**src/rtl/bcd_counter_core_pkg.sv**
```systemverilog
// Shared constants and nibble helpers for the BCD counter core.
// Imported by the digit slice and the top level.
package bcd_counter_core_pkg;

    localparam logic [3:0] BCD_MAX  = 4'd9;
    localparam logic [3:0] BCD_ZERO = 4'd0;

    // Any nibble outside 0..9 becomes zero, so loaded data cannot create an illegal digit.
    function automatic logic [3:0] sanitise_nibble(input logic [3:0] nibble);
        return (nibble > BCD_MAX) ? BCD_ZERO : nibble;
    endfunction

endpackage

```
**src/rtl/bcd_counter_core_if.sv**
```systemverilog
// Control and status bundle of the BCD counter core.
// The master drives the controls; the counter (slave) returns the count and the flags.
interface bcd_counter_core_if #(
    parameter int NUM_DIGITS = 4
) ();

    logic                    tick;
    logic                    en;
    logic                    up_dn;
    logic                    clear;
    logic                    load;
    logic [4*NUM_DIGITS-1:0] load_value;
    logic [4*NUM_DIGITS-1:0] bcd;
    logic                    wrap;
    logic                    at_zero;
    logic                    at_max;

    modport master (
        output tick, en, up_dn, clear, load, load_value,
        input  bcd, wrap, at_zero, at_max
    );

    modport slave (
        input  tick, en, up_dn, clear, load, load_value,
        output bcd, wrap, at_zero, at_max
    );

endinterface

```
**src/rtl/bcd_counter_core_digit.sv**
```systemverilog
// One decimal digit: clear > load > step, with a carry/borrow output that
// feeds the step input of the next more significant digit.
module bcd_digit
    import bcd_counter_core_pkg::*;
(
    input  logic       clk,
    input  logic       rst,
    input  logic       step,
    input  logic       up_dn,
    input  logic       load,
    input  logic [3:0] load_nibble,
    input  logic       clear,
    output logic [3:0] nibble,
    output logic [3:0] nibble_next,
    output logic       carry
);

    always_comb begin
        // NOTE: the hold value is assigned first so every path writes nibble_next; no latch is inferred.
        nibble_next = nibble;
        if (clear) begin
            nibble_next = BCD_ZERO;
        end else if (load) begin
            nibble_next = sanitise_nibble(load_nibble);
        end else if (step) begin
            if (up_dn) begin
                nibble_next = (nibble == BCD_MAX) ? BCD_ZERO : nibble + 4'd1;
            end else begin
                nibble_next = (nibble == BCD_ZERO) ? BCD_MAX : nibble - 4'd1;
            end
        end
    end

    // A digit only rolls on a real count edge, never while being cleared or loaded.
    assign carry = step && !clear && !load &&
                   (up_dn ? (nibble == BCD_MAX) : (nibble == BCD_ZERO));

    always_ff @(posedge clk or negedge rst) begin
        if (!rst) begin
            nibble <= BCD_ZERO;
        end else begin
            // NOTE: sequential state is assigned with <= so all registers update from pre-edge values.
            nibble <= nibble_next;
        end
    end

endmodule

```
**src/rtl/bcd_counter_core.sv**
```systemverilog
// Multi-digit BCD up/down counter with registered wrap, at_zero and at_max flags.
// Digits ripple their carry/borrow combinationally within one tick edge.
module bcd_counter_core
    import bcd_counter_core_pkg::*;
#(
    parameter int NUM_DIGITS = 4
) (
    input  logic                   clk,
    input  logic                   rst,
    bcd_counter_core_if.slave      bus
);

    logic [NUM_DIGITS:0]     step_chain;
    logic [4*NUM_DIGITS-1:0] bcd_next;
    logic                    at_zero_next;
    logic                    at_max_next;

    assign step_chain[0] = bus.tick & bus.en;

    for (genvar i = 0; i < NUM_DIGITS; i++) begin : g_digit
        bcd_digit u_digit (
            .clk         (clk),
            .rst         (rst),
            .step        (step_chain[i]),
            .up_dn       (bus.up_dn),
            .load        (bus.load),
            .load_nibble (bus.load_value[4*i +: 4]),
            .clear       (bus.clear),
            .nibble      (bus.bcd[4*i +: 4]),
            .nibble_next (bcd_next[4*i +: 4]),
            .carry       (step_chain[i+1])
        );
    end

    // Flags are computed from the value the digits are about to store, so they track bcd exactly.
    assign at_zero_next = (bcd_next == '0);
    assign at_max_next  = (bcd_next == {NUM_DIGITS{BCD_MAX}});

    always_ff @(posedge clk or negedge rst) begin
        if (!rst) begin
            bus.wrap    <= 1'b0;
            bus.at_zero <= 1'b1;
            bus.at_max  <= 1'b0;
        end else begin
            bus.wrap    <= step_chain[NUM_DIGITS];
            bus.at_zero <= at_zero_next;
            bus.at_max  <= at_max_next;
        end
    end

endmodule
```
**src/flat_wrapper.sv**
```systemverilog
// flat-port wrapper written by rule: the top's interface ports become plain ports
module bcd_counter_core_flat import bcd_counter_core_pkg::*;
#(
    parameter int NUM_DIGITS = 4
)
  (clk, rst, bus_tick, bus_en, bus_up_dn, bus_clear, bus_load, bus_load_value, bus_bcd, bus_wrap, bus_at_zero, bus_at_max);
  bcd_counter_core_if #(.NUM_DIGITS(NUM_DIGITS)) bus_i ();
  input  logic clk;
  input  logic rst;
  input wire logic [$bits(bus_i.tick)-1:0] bus_tick;
  input wire logic [$bits(bus_i.en)-1:0] bus_en;
  input wire logic [$bits(bus_i.up_dn)-1:0] bus_up_dn;
  input wire logic [$bits(bus_i.clear)-1:0] bus_clear;
  input wire logic [$bits(bus_i.load)-1:0] bus_load;
  input wire logic [$bits(bus_i.load_value)-1:0] bus_load_value;
  output wire logic [$bits(bus_i.bcd)-1:0] bus_bcd;
  output wire logic [$bits(bus_i.wrap)-1:0] bus_wrap;
  output wire logic [$bits(bus_i.at_zero)-1:0] bus_at_zero;
  output wire logic [$bits(bus_i.at_max)-1:0] bus_at_max;
  assign bus_i.tick = bus_tick;
  assign bus_i.en = bus_en;
  assign bus_i.up_dn = bus_up_dn;
  assign bus_i.clear = bus_clear;
  assign bus_i.load = bus_load;
  assign bus_i.load_value = bus_load_value;
  assign bus_bcd = bus_i.bcd;
  assign bus_wrap = bus_i.wrap;
  assign bus_at_zero = bus_i.at_zero;
  assign bus_at_max = bus_i.at_max;
  bcd_counter_core #(.NUM_DIGITS(NUM_DIGITS)) u_core (.clk(clk), .rst(rst), .bus(bus_i));
endmodule
```
**config.mk**
```make
export PLATFORM = sky130hd
export DESIGN_NAME = bcd_counter_core_flat
export DESIGN_NICKNAME = d
export VERILOG_FILES = /design/src/rtl/bcd_counter_core_pkg.sv /design/src/rtl/bcd_counter_core_if.sv /design/src/rtl/bcd_counter_core_digit.sv /design/src/rtl/bcd_counter_core.sv /design/src/flat_wrapper.sv
export SDC_FILE = /design/constraint.sdc
export NUM_CORES = 1
export LEC_CHECK = 0
export CELL_PAD_IN_SITES_DETAIL_PLACEMENT = 0
export CELL_PAD_IN_SITES_GLOBAL_PLACEMENT = 1
export CORE_MARGIN = 1.5
export CORE_UTILIZATION = 30
export DETAILED_ROUTE_END_ITERATION = 10
export DONT_BUFFER_PORTS = 1
export PLACE_DENSITY_LB_ADDON = 0.1
export SLEW_MARGIN = 40
export SYNTH_ARGS = -nofsm -noshare
export SYNTH_HDL_FRONTEND = slang
export SYNTH_SLANG_ARGS = --single-unit
```
**constraint.sdc**
```tcl
create_clock -name clk -period 2.27 [get_ports clk]
set_clock_uncertainty 0.05 [all_clocks]
set_input_delay 0.454 -clock clk [delete_from_list [all_inputs] [get_ports clk]]
set_output_delay 0.454 -clock clk [all_outputs]
set_load 0.005 [all_outputs]
```
==> impl_metrics.toml <==
[yosys]
synth_compound_area_share_pct = 28.3
ys_warn_count = 0
ys_seq_area_share_pct = 24.1
syn_nets = 281
avgSynthCellArea_um2 = 8.04
yosysTopAreaCellShare_pct = 22.8
synth_flop_cell = "dfrtp_1"
synth_edf_count = 0
synth_cells = 246
synthXorXnorAreaFrac_pct = 0.886
synth.area.mux_share_pct = 0.506
async_flop_share_pct = 100
synthAdderAreaFrac_pct = 7.59
synth.distinct_cells = 69
syn-cell-area_um2 = 1980
synth.area.top_cells = "dfrtp_1, ha_1, a21oi_1"
synthSimpleGateAreaFrac_pct = 31.1
ys_ff_latch = 19
yosys.area.top_type = "dfrtp_1"
synth_top_family_by_area = "simple AND/OR/NAND/NOR gates"

[detailed_routing]
via_per_inst = 5.58
drc = 0
dr.pass1.iters = 4
routed_wl_um = 7120
wire_per_inst_um = 18.3
ant_nets = 0
drt_iter0_markers = 78
via_count = 2176

[global_route]
grtUsageTotal_pct = 20.1
overflow = 0
use_met3_pct = 3.54
grt_pass1_wl_um = 11500
met1_usage_pct = 27.6
grt_pass1_vias = 2180
use_met2_pct = 33.0
top_usage_layer = "met2"
grt_max_degree = 34
grt_antenna_before_repair = 0

[power_and_ir_drop]
combPwrFrac_pct = 39.4
internal_power_mw = 0.687
pwr-share-seq_pct = 36.3
fin_total_pwr_mw = 1.02
power.leakage_nw = 1.27
p_switching_mw = 0.338
p_clk_share_pct = 24.3
p_sw_share_pct = 33.0
power_density_nw_per_um2 = 351
peakVddDrop_mv = 0.171

[die]
start_util_pct = 31.2
pin_count = 42
die-area_um2 = 7090
die_w_um = 84.2
core_um2 = 6350
die_h_um = 84.2
row_count = 29

[placement]
dpl_cell_area_um2 = 2510
place_congestion = 0.793
dpl.hpwl_um = 5090
io_buffer_count = 0
dp_slack_ns = -0.383

[timing]
max_freq_mhz = 386
final_max_slew_viol_count = 0
fin_ws_ns = -0.324
finalHoldViolCount = 0
setup_viol = 4
tns_ns = -0.862
tightestPinTransition_ns = 0.663
slew-limit-headroom_pct = 55.4
rsz0062_at_grt = "yes"
period_minus_slack_ns = 2.59
finalCritPeriodShare_pct = 114

[clocking]
cts_max_path_buffers = 2
cts_tree = "done"
clkTransAtPathRegs_ns = 0.08
htreeDepth = 1
root_buffer = "clkbuf_8"
cts_sinks = 19
clock_latency_ns = 0.26
cts_buffers = 3

[cells_and_area]
nNetsFinal = 349
antenna_cells = 0
post-route-util_pct = 45.9
num-fill-cells = 623
layout-drive-gt1-share_pct = 39.9
syn_to_final_growth_pct = 47.4
fin_area_um2 = 2920

[outcome]
status = "finished, violations left"
violations = "setup timing"

[setup_path]
arrival_ns = 2.71
worst_r2r_path_depth = 10
path_class = "flip-flop to flip-flop"
critPathLaunchType = "flip-flop"
cp_max_fo = 5
crit_required_ns = 2.39
critPathCaptureType = "flip-flop"

[min_path]
hold_path_class = "primary input to async pin"

[run]
cap_violations = 0
## final timing paths
check                                                    startpoint                                  end  slack [ns]
worst max-delay path            u_core.g_digit[0].u_digit.nibble[0]                    u_core.bus.at_max       -0.32
worst min-delay path                                            rst  u_core.g_digit[1].u_digit.nibble[0]        0.09
worst max register to register  u_core.g_digit[0].u_digit.nibble[0]                    u_core.bus.at_max       -0.32
worst min register to register  u_core.g_digit[3].u_digit.nibble[2]                      u_core.bus.wrap        0.59
max in group asynchronous                                       rst  u_core.g_digit[0].u_digit.nibble[0]        1.72
min in group clk                                          bus_clear  u_core.g_digit[3].u_digit.nibble[0]        0.21
## cells in the mapped netlist (3+ instances only)
library cell	count
a32oi_1	3
o31ai_1	3
nand3_1	10
ha_1	12
clkbuf_1	7
o21bai_1	3
nor2b_1	7
a2111oi_0	3
and3_1	3
nand2b_1	3
o21a_1	3
o21ai_0	14
a21oi_1	16
a211oi_1	4
and3b_1	4
or3_1	7
a21boi_0	3
a311oi_1	4
inv_1	20
buf_2	6
nor2_1	15
nand2_1	14
dfrtp_1	18
nor3_1	8
## layout by cell type (no fill, tap or decap), drive strengths merged, types with 7 or more instances in the layout
cell    n
a21oi  16
buf    77
dfrtp  18
ha     12
inv    20
nand2  14
nand3  10
nor2   16
nor2b   7
nor3    8
o21ai  15
or3     7
## cell families (layout without fill, tap and decap cells)
group	count (synthesis)	count (layout)
compound gates	78	79
buf+inv	35	101
xor+xnor	2	2
flops	19	19
simple gates	99	99
mux	1	1
fa+ha+maj	12	12
## metrics by stage
step | hold WS, ns | std cells
global route | 0.125 | 390
finish | 0.0899 | 390
floorplan | 0.108 | 246
detailed placement | 0.109 | 371
global placement | 0.109 | 371
CTS | 0.196 | 387
## power by group through the flow
stage / clock [mW] / combinational [mW] / sequential [mW]
4_1_cts: 0.258 / 0.372 / 0.371
6_report: 0.249 / 0.403 / 0.372
5_1_grt: 0.267 / 0.441 / 0.375
3_5_place_dp: 0 / 0.330 / 0.377
3_3_place_gp: 0 / 0.333 / 0.377
2_1_floorplan: 0 / 0.196 / 0.386
## critical path: stages (launching register included)
cell and delay, ns:
dfrtp_2 0.41, inv_2 0.06, ha_4 0.15, nor3b_4 0.15, buf_4 0.14, o2111ai_4 0.27, nor3_1 0.10, o31a_1 0.31
or3_4 0.38, nor4_4 0.23, nor4b_4 0.23
## routing by layer
layer | part of all wire [%] | vias up
met4 | 1.5 | 0
met1 | 46 | 1054
met3 | 4.2 | 11
met5 | 0 | -
li1 | - | 1067
met2 | 48 | 44
## layout make-up
| cell class | count | area [um^2] | area share, % |
|---|---|---|---|
| multi-input combinational | 193 | 1610 | 55.2 |
| timing repair buffer | 77 | 609 | 20.9 |
| tap | 77 | 96.3 | 3.30 |
| sequential | 19 | 480 | 16.5 |
| inverter | 20 | 75.1 | 2.58 |
| clock buffer | 4 | 45.0 | 1.55 |
## sequential cells by signal, summed over array words and instances, names as in the netlist
register	flops
u_core.g_digit.u_digit.nibble	16
u_core.bus.at_max	1
u_core.bus.at_zero	1
u_core.bus.wrap	1
## repair_timing
action | 4_1_cts | 5_1_grt
gates resized for setup | 21 | 26
hold buffers | 1 | 0
gates cloned | 1 | 0
endpoints found under the hold margin | 19 | 0
setup endpoints to repair | 5 | 7
pin swaps | 10 | 9
setup buffers | 10 | 3
Note: power is estimated with default switching activity, not from simulation.
